==> config.mk <==
export PLATFORM = sky130hd
export DESIGN_NAME = bit_stepper
export DESIGN_NICKNAME = d
export VERILOG_FILES = /design/src/rtl/bit_stepper.sv
export SDC_FILE = /design/constraint.sdc
export NUM_CORES = 1
export LEC_CHECK = 0
export ABC_AREA = 1
export BUFFER_PORTS_ARGS = -buffer_cell sky130_fd_sc_hd__buf_2
export CORE_MARGIN = 2
export CORE_UTILIZATION = 49
export CTS_CLUSTER_SIZE = 24
export DETAILED_ROUTE_END_ITERATION = 8
export PLACE_DENSITY = 0.65
export RECOVER_POWER = 25
export SYNTH_ARGS = -nofsm -noshare
export SYNTH_HDL_FRONTEND = slang
export SYNTH_SLANG_ARGS = --single-unit
==> constraint.sdc <==
create_clock -name clk -period 4.05 [get_ports clk]
set_input_delay 1.0125 -clock clk [delete_from_list [all_inputs] [get_ports clk]]
set_output_delay 1.0125 -clock clk [all_outputs]
set_load 0.005 [all_outputs]
==> src/rtl/bit_stepper.sv <==
// bit_stepper: conditions a raw push button and data switch into a clean,
// strobed bit stream for the serial-pattern detector. Manual mode issues one
// bit per debounced press; auto mode replays a pattern MSB first at a fixed
// rate. Every issued bit is qualified by a one-cycle step strobe.
module bit_stepper #(
  parameter int DEB_CYCLES = 1_000_000,
  parameter int AUTO_DIV   = 50_000_000,
  parameter int PAT_W      = 8
) (
  input  logic             clk,
  input  logic             rstn,
  input  logic             btn,
  input  logic             sw_x,
  input  logic             auto,
  input  logic [PAT_W-1:0] pattern,
  output logic             x,
  output logic             step,
  output logic [7:0]       bit_cnt
);

  localparam int DCW  = (DEB_CYCLES > 2) ? $clog2(DEB_CYCLES) : 1;
  localparam int DIVW = (AUTO_DIV > 2) ? $clog2(AUTO_DIV) : 1;
  localparam int IW   = (PAT_W > 1) ? $clog2(PAT_W) : 1;

  localparam logic [DCW-1:0]  DCNT_LAST = DCW'(DEB_CYCLES - 1);
  localparam logic [DIVW-1:0] DIV_LAST  = DIVW'(AUTO_DIV - 1);
  localparam logic [IW-1:0]   IDX_TOP   = IW'(PAT_W - 1);

  // The mode register doubles as "previous auto_s"; a mismatch with the
  // synchronized switch marks a mode-change cycle.
  typedef enum logic {
    MANUAL = 1'b0,
    AUTO   = 1'b1
  } mode_t;

  // synchronizer stages
  logic btn_m_r, sw_m_r, auto_m_r;
  logic btn_s, sw_s, auto_s;

  // debouncer and press detect
  logic           btn_d;
  logic [DCW-1:0] dcnt;
  logic           btn_q_r;
  logic           press;

  // mode FSM and auto-mode sequencing
  mode_t           state_r, state_nxt;
  logic [DIVW-1:0] div, div_nxt;
  logic [IW-1:0]   idx, idx_nxt;
  logic            mode_chg_s;
  logic            man_fire_s, auto_fire_s;
  logic            step_nxt, x_nxt;

  // Two-flop synchronizers for the three asynchronous inputs.
  always_ff @(posedge clk) begin
    if (!rstn) begin
      btn_m_r  <= 1'b0;
      btn_s    <= 1'b0;
      sw_m_r   <= 1'b0;
      sw_s     <= 1'b0;
      auto_m_r <= 1'b0;
      auto_s   <= 1'b0;
    end else begin
      btn_m_r  <= btn;
      btn_s    <= btn_m_r;
      sw_m_r   <= sw_x;
      sw_s     <= sw_m_r;
      auto_m_r <= auto;
      auto_s   <= auto_m_r;
    end
  end

  // Debouncer: accept a new button level only after DEB_CYCLES consecutive
  // differing samples; any agreeing sample restarts the count.
  always_ff @(posedge clk) begin
    if (!rstn) begin
      btn_d <= 1'b0;
      dcnt  <= {DCW{1'b0}};
    end else if (btn_s != btn_d) begin
      if (dcnt == DCNT_LAST) begin
        btn_d <= ~btn_d;
        dcnt  <= {DCW{1'b0}};
      end else begin
        dcnt  <= dcnt + DCW'(1);
      end
    end else begin
      dcnt <= {DCW{1'b0}};
    end
  end

  // Registered rising-edge detect on the debounced level; releases are ignored.
  always_ff @(posedge clk) begin
    if (!rstn) begin
      btn_q_r <= 1'b0;
      press   <= 1'b0;
    end else begin
      btn_q_r <= btn_d;
      press   <= btn_d & ~btn_q_r;
    end
  end

  // Mode FSM state plus divider and pattern index registers.
  always_ff @(posedge clk) begin
    if (!rstn) begin
      state_r <= MANUAL;
      div     <= {DIVW{1'b0}};
      idx     <= IDX_TOP;
    end else begin
      state_r <= state_nxt;
      div     <= div_nxt;
      idx     <= idx_nxt;
    end
  end

  // Next-state and bit-issue decision; a mode-change cycle clears the
  // sequencer and suppresses both auto emission and manual presses.
  always_comb begin
    state_nxt   = MANUAL;
    div_nxt     = div;
    idx_nxt     = idx;
    man_fire_s  = 1'b0;
    auto_fire_s = 1'b0;
    x_nxt       = x;

    if (auto_s) begin
      state_nxt = AUTO;
    end else begin
      state_nxt = MANUAL;
    end

    mode_chg_s = (state_nxt != state_r);

    if (mode_chg_s) begin
      div_nxt = {DIVW{1'b0}};
      idx_nxt = IDX_TOP;
    end else begin
      case (state_r)
        MANUAL: begin
          div_nxt = {DIVW{1'b0}};
          if (press) begin
            man_fire_s = 1'b1;
            x_nxt      = sw_s;
          end else begin
            man_fire_s = 1'b0;
          end
        end
        AUTO: begin
          if (div == DIV_LAST) begin
            div_nxt     = {DIVW{1'b0}};
            auto_fire_s = 1'b1;
            x_nxt       = pattern[idx];
            if (idx == {IW{1'b0}}) begin
              idx_nxt = IDX_TOP;
            end else begin
              idx_nxt = idx - IW'(1);
            end
          end else begin
            div_nxt = div + DIVW'(1);
          end
        end
        default: begin
          div_nxt = {DIVW{1'b0}};
          idx_nxt = IDX_TOP;
        end
      endcase
    end

    step_nxt = man_fire_s | auto_fire_s;
  end

  // Registered outputs: issued bit, strobe and running bit count.
  always_ff @(posedge clk) begin
    if (!rstn) begin
      x       <= 1'b0;
      step    <= 1'b0;
      bit_cnt <= 8'd0;
    end else begin
      x    <= x_nxt;
      step <= step_nxt;
      if (step_nxt) begin
        bit_cnt <= bit_cnt + 8'd1;
      end
    end
  end

endmodule

Yosys cells after proc, flatten, opt, wreduce, memory -nomap -nowiden. Cells that the tools add are included.

Input bits: 13. Flip-flop bits (word level): 69. Word-level logic and storage cells: 56. Output and inout port bits: 10.

Reductions and logical operators: 6. Bitwise logic cells: 8. Order comparisons: 1. Equality and inequality tests: 6. Add/subtract/negate cells: 4. Muxes and demuxes: 15.

Operator list (count): $pmux W26 S2 (1); $add A26 B1 Y26 const B (1); $eq A26 B26 Y1 const B (1); $mux W26 (1); $add A20 B1 Y20 const B (1); $eq A20 B20 Y1 const B (1); $mux W1 (10); $add A8 B1 Y8 const B (1); $not A1 Y1 (6); $lt A3 B4 Y1 const B (1); $reduce_and A2 Y1 (2); $bmux W1 S3 (1); $logic_not A3 Y1 (1); $mux W3 (1); $reduce_and A3 Y1 (1); $reduce_or A3 Y1 (1); $sub A3 B1 Y3 const B (1); $ne A1 B1 Y1 (2); $ne A2 B1 Y1 const B (1); $ne A2 B2 Y1 const B (1); $pmux W1 S2 (1); $reduce_or A2 Y1 (1); $and A1 B1 Y1 (1); $or A1 B1 Y1 (1).

Longest topological paths before layout.
Depth in word-level cells: 5. Depth in mapped cells: 12. Depth with buffers taken out: 11.

Least setup slack after synthesis. Ideal clock, no wire load.

Path kind: input-to-reg. From: in rstn. To: reg div[10]. Slack: 2.394 ns. Arrival time: 1.576 ns. Cell stages on the path: 5. Required time: 3.970 ns. Cell sequence: nand2_1 -> inv_1 -> nand3_1 -> buf_4 -> nor3b_1.

Word-level cells in the longest chain between the ends: 2.

Ends and longest elaborated chain: start: declaration (RTL line 11) `input logic rstn,`; $not A1 Y1 (no source line); $reduce_or A2 Y1 (no source line); end signal: assignment (RTL line 106) `div <= {DIVW{1'b0}};`; end signal: assignment (RTL line 110) `div <= div_nxt;`; end: declaration (RTL line 48) `logic [DIVW-1:0] div, div_nxt;`.

No other way between the ends. A chain may end at the register's enable or synchronous reset.

Final worst setup path.
From: in rstn. To: reg div[24].

Same word-level chain as after synthesis.

==> impl_metrics.yaml <==
critical_path:
  critical_path_arrival_ps: 3020
  crit_path_end_kind: "flop"
  crit_chain: "clkbuf_1, nand2_1, inv_1, nand3_1, inv_1, nand2_1, a21oi_1"
  reg2regPathDepth: 10
  crit_family: "buffers and inverters"
  required_ps: 4340
  start_kind: "primary input"
  path_buf_inv: 3
  cp.depth: 7
  slowest_delay_ps: 630
  slowest_stage: "nand3_1"
  critical_path_class: "primary input to flop"
  cp_max_fo: 23
sta:
  setup_violations: 0
  whs_ps: 396.2
  fin_skew_ps: 8.163
  tns_ps: 0
  hold_violations: 0
  tightest_slew_ps: 914.1
  fin_crit_ps: 2729
  maxSlewHeadroom_pct: 38.89
  max_freq_ghz: 0.3664
  final_max_slew_viol_count: 0
  finalCritPeriodShare_pct: 67.38
  rsz0062_at_grt: "false"
synth:
  async_reset_ff_share_pct: 0
  ys_ff_latch: 69
  synth_cell_type_count: 33
  synth_seq_area_share_pct: 38.85
  synth_area_um2: 3556
  synthesis.nets: 534
  avgSynthCellArea_um2: 6.891
  synth_edf_count: 0
  synth_flop_cell: "dfxtp_1"
  ys.warnings.count: 0
  synthCells: 516
grt:
  grt_use_total_pct: 18.40
  grt_max_degree: 24
  antenna_found_initial: 0
  grt_overflow: 0
  grt_pass1_wl_um: 11540
  grt_pass1_vias: 2678
run:
  max-cap-violations: 0
layout:
  seqCellArea_um2: 1381
  finalCoreUtilization_pct: 54.72
  areaGrowthSynthToFinish_pct: 9.817
  fillers: 716
  drive_above_1_share_pct: 11.76
  nets: 557
  multi_input_area_um2: 1788
  diodes: 0
  final_common_cell: "nand2_1"
  mostFrequentLayoutCells: "117 x nand2_1, 96 x nor2_1, 73 x inv_1"
detailed_routing:
  ant_nets: 0
  routedWlPerCell_um: 10.68
  drcViolationCount: 0
  vias_per_cell: 4.801
  drt-pass1-iter-count: 4
  routed_wl_um: 6866
  vias: 3087
  drt_iter0_markers: 107
place:
  place.port_buffers: 22
  hpwlAfterDp_um: 4973
  gp_congestion: 0.8650
clock_tree:
  hold_buffers: 0
  clk_pin_slew_ps: 80
  root_buffer: "clkbuf_8"
  cts_buffer_depth: 2
  cts_tree: "built"
  cts.repair.resized: 0
  clock-sinks: 69
  cts_buffers: 9
  post_cts_buffers: 0
  clock_latency_ps: 350
  h-tree-depth: 3
floorplan:
  fp.coreArea_um2: 7137
  dieHeight_um: 89.19
  die_area_um2: 7954
  fp.dieW_um: 89.19
  start_util_pct: 49.82
  num_io_pins: 23
  fp-row-count: 31
power_and_ir_drop:
  powerDensity_nw_per_um2: 342.7
  irDropWorstVdd_mv: 0.1789
  total_leakage_power_uw: 0.001562
worst_hold_path:
  holdPathStages: 1
  hp-class: "flop to flop"
outcome:
  status: "complete, no violations"
power breakdown:
part / internal [µW] / switching (µW) / total, µW
registers: 681 / 2.50 / 684
logic: 9.78 / 16.0 / 25.8
clock network: 348 / 280 / 629
total: 1040 / 299 / 1340
registers in the layout, indices dropped and copies added (netlist names), 3 cells and up:
signal,cells
bit_cnt,8
dcnt,20
div,26
idx,3
synth_stat cells, types with 2 or more instances:
cell type / instances / area (µm²)
xor2_1: 13 / 113.9
o21ai_1: 2 / 10.01
or2_2: 4 / 25.02
nand2_1: 115 / 431.7
nand2_2: 5 / 31.28
nor2_2: 6 / 37.54
a21oi_1: 21 / 105.1
ha_1: 5 / 62.56
buf_2: 3 / 15.01
nor3_1: 14 / 70.07
inv_2: 2 / 7.510
or2_0: 2 / 12.51
nor2_1: 94 / 352.8
nor2_4: 2 / 22.52
nor3b_1: 3 / 22.52
xnor2_1: 4 / 35.03
nand4_1: 17 / 106.4
nand3_2: 9 / 90.09
o21ai_0: 4 / 20.02
nor3_2: 2 / 20.02
o211ai_1: 4 / 30.03
dfxtp_1: 69 / 1381
buf_4: 4 / 30.03
inv_1: 73 / 274.0
nand3_1: 31 / 155.2
path summary, 6_finish.rpt:
kind | start | endpoint | slack, ps
worst max register to register | div[0]$_SDFF_PP0_ | div[24]$_SDFF_PP0_ | 1730
worst max-delay path | rstn | div[24]$_SDFF_PP0_ | 1320
worst min-delay path | btn_q_r$_SDFF_PN0_ | press$_SDFF_PN0_ | 400
worst min register to register | btn_q_r$_SDFF_PN0_ | press$_SDFF_PN0_ | 400
per-stage QoR:
step | setup WS [ps] | instances | area [µm²] | power [µW]
after CTS | 1677 | 643 | 3936 | 1353
after global routing | 1066 | 643 | 3905 | 1385
after detailed placement | 1303 | 627 | 3715 | 726.1
final | 1321 | 643 | 3905 | 1338
after global placement | 1357 | 627 | 3715 | 725.6
after floorplan | 2394 | 516 | 3556 | 719.1
logic make-up (layout without fill, tap and decap cells):
kind of cell               count (synthesis)  in the layout  share of synthesized area (%)
AOI/OAI and AO/OA                         33             33                          5.137
xor gates and xnor gates                  18             18                          4.961
adders and majority gates                  5              5                          1.759
buffers and inverters                     85            113                          10.03
DFF                                       69             69                          38.85
and+or+nand+nor                          306            306                          39.27
layout make-up:
cell class	count	share of cell area, %
multi-input combinational	362	45.79
inverter	75	7.209
timing repair buffer	22	2.788
tap	99	3.172
clock inverter	7	2.499
sequential	69	35.37
clock buffer	9	3.172
metal layers:
layer / vias up / GRT usage, % / routed length [µm]
met1: 1364 / 25.38 / 3554
li1: 1671 / - / -
met3: 12 / 3.324 / 174
met4: 0 / 7.734 / 114
met2: 40 / 28.35 / 3023
met5: - / 0 / 0
(Power assumes the default switching activity.)
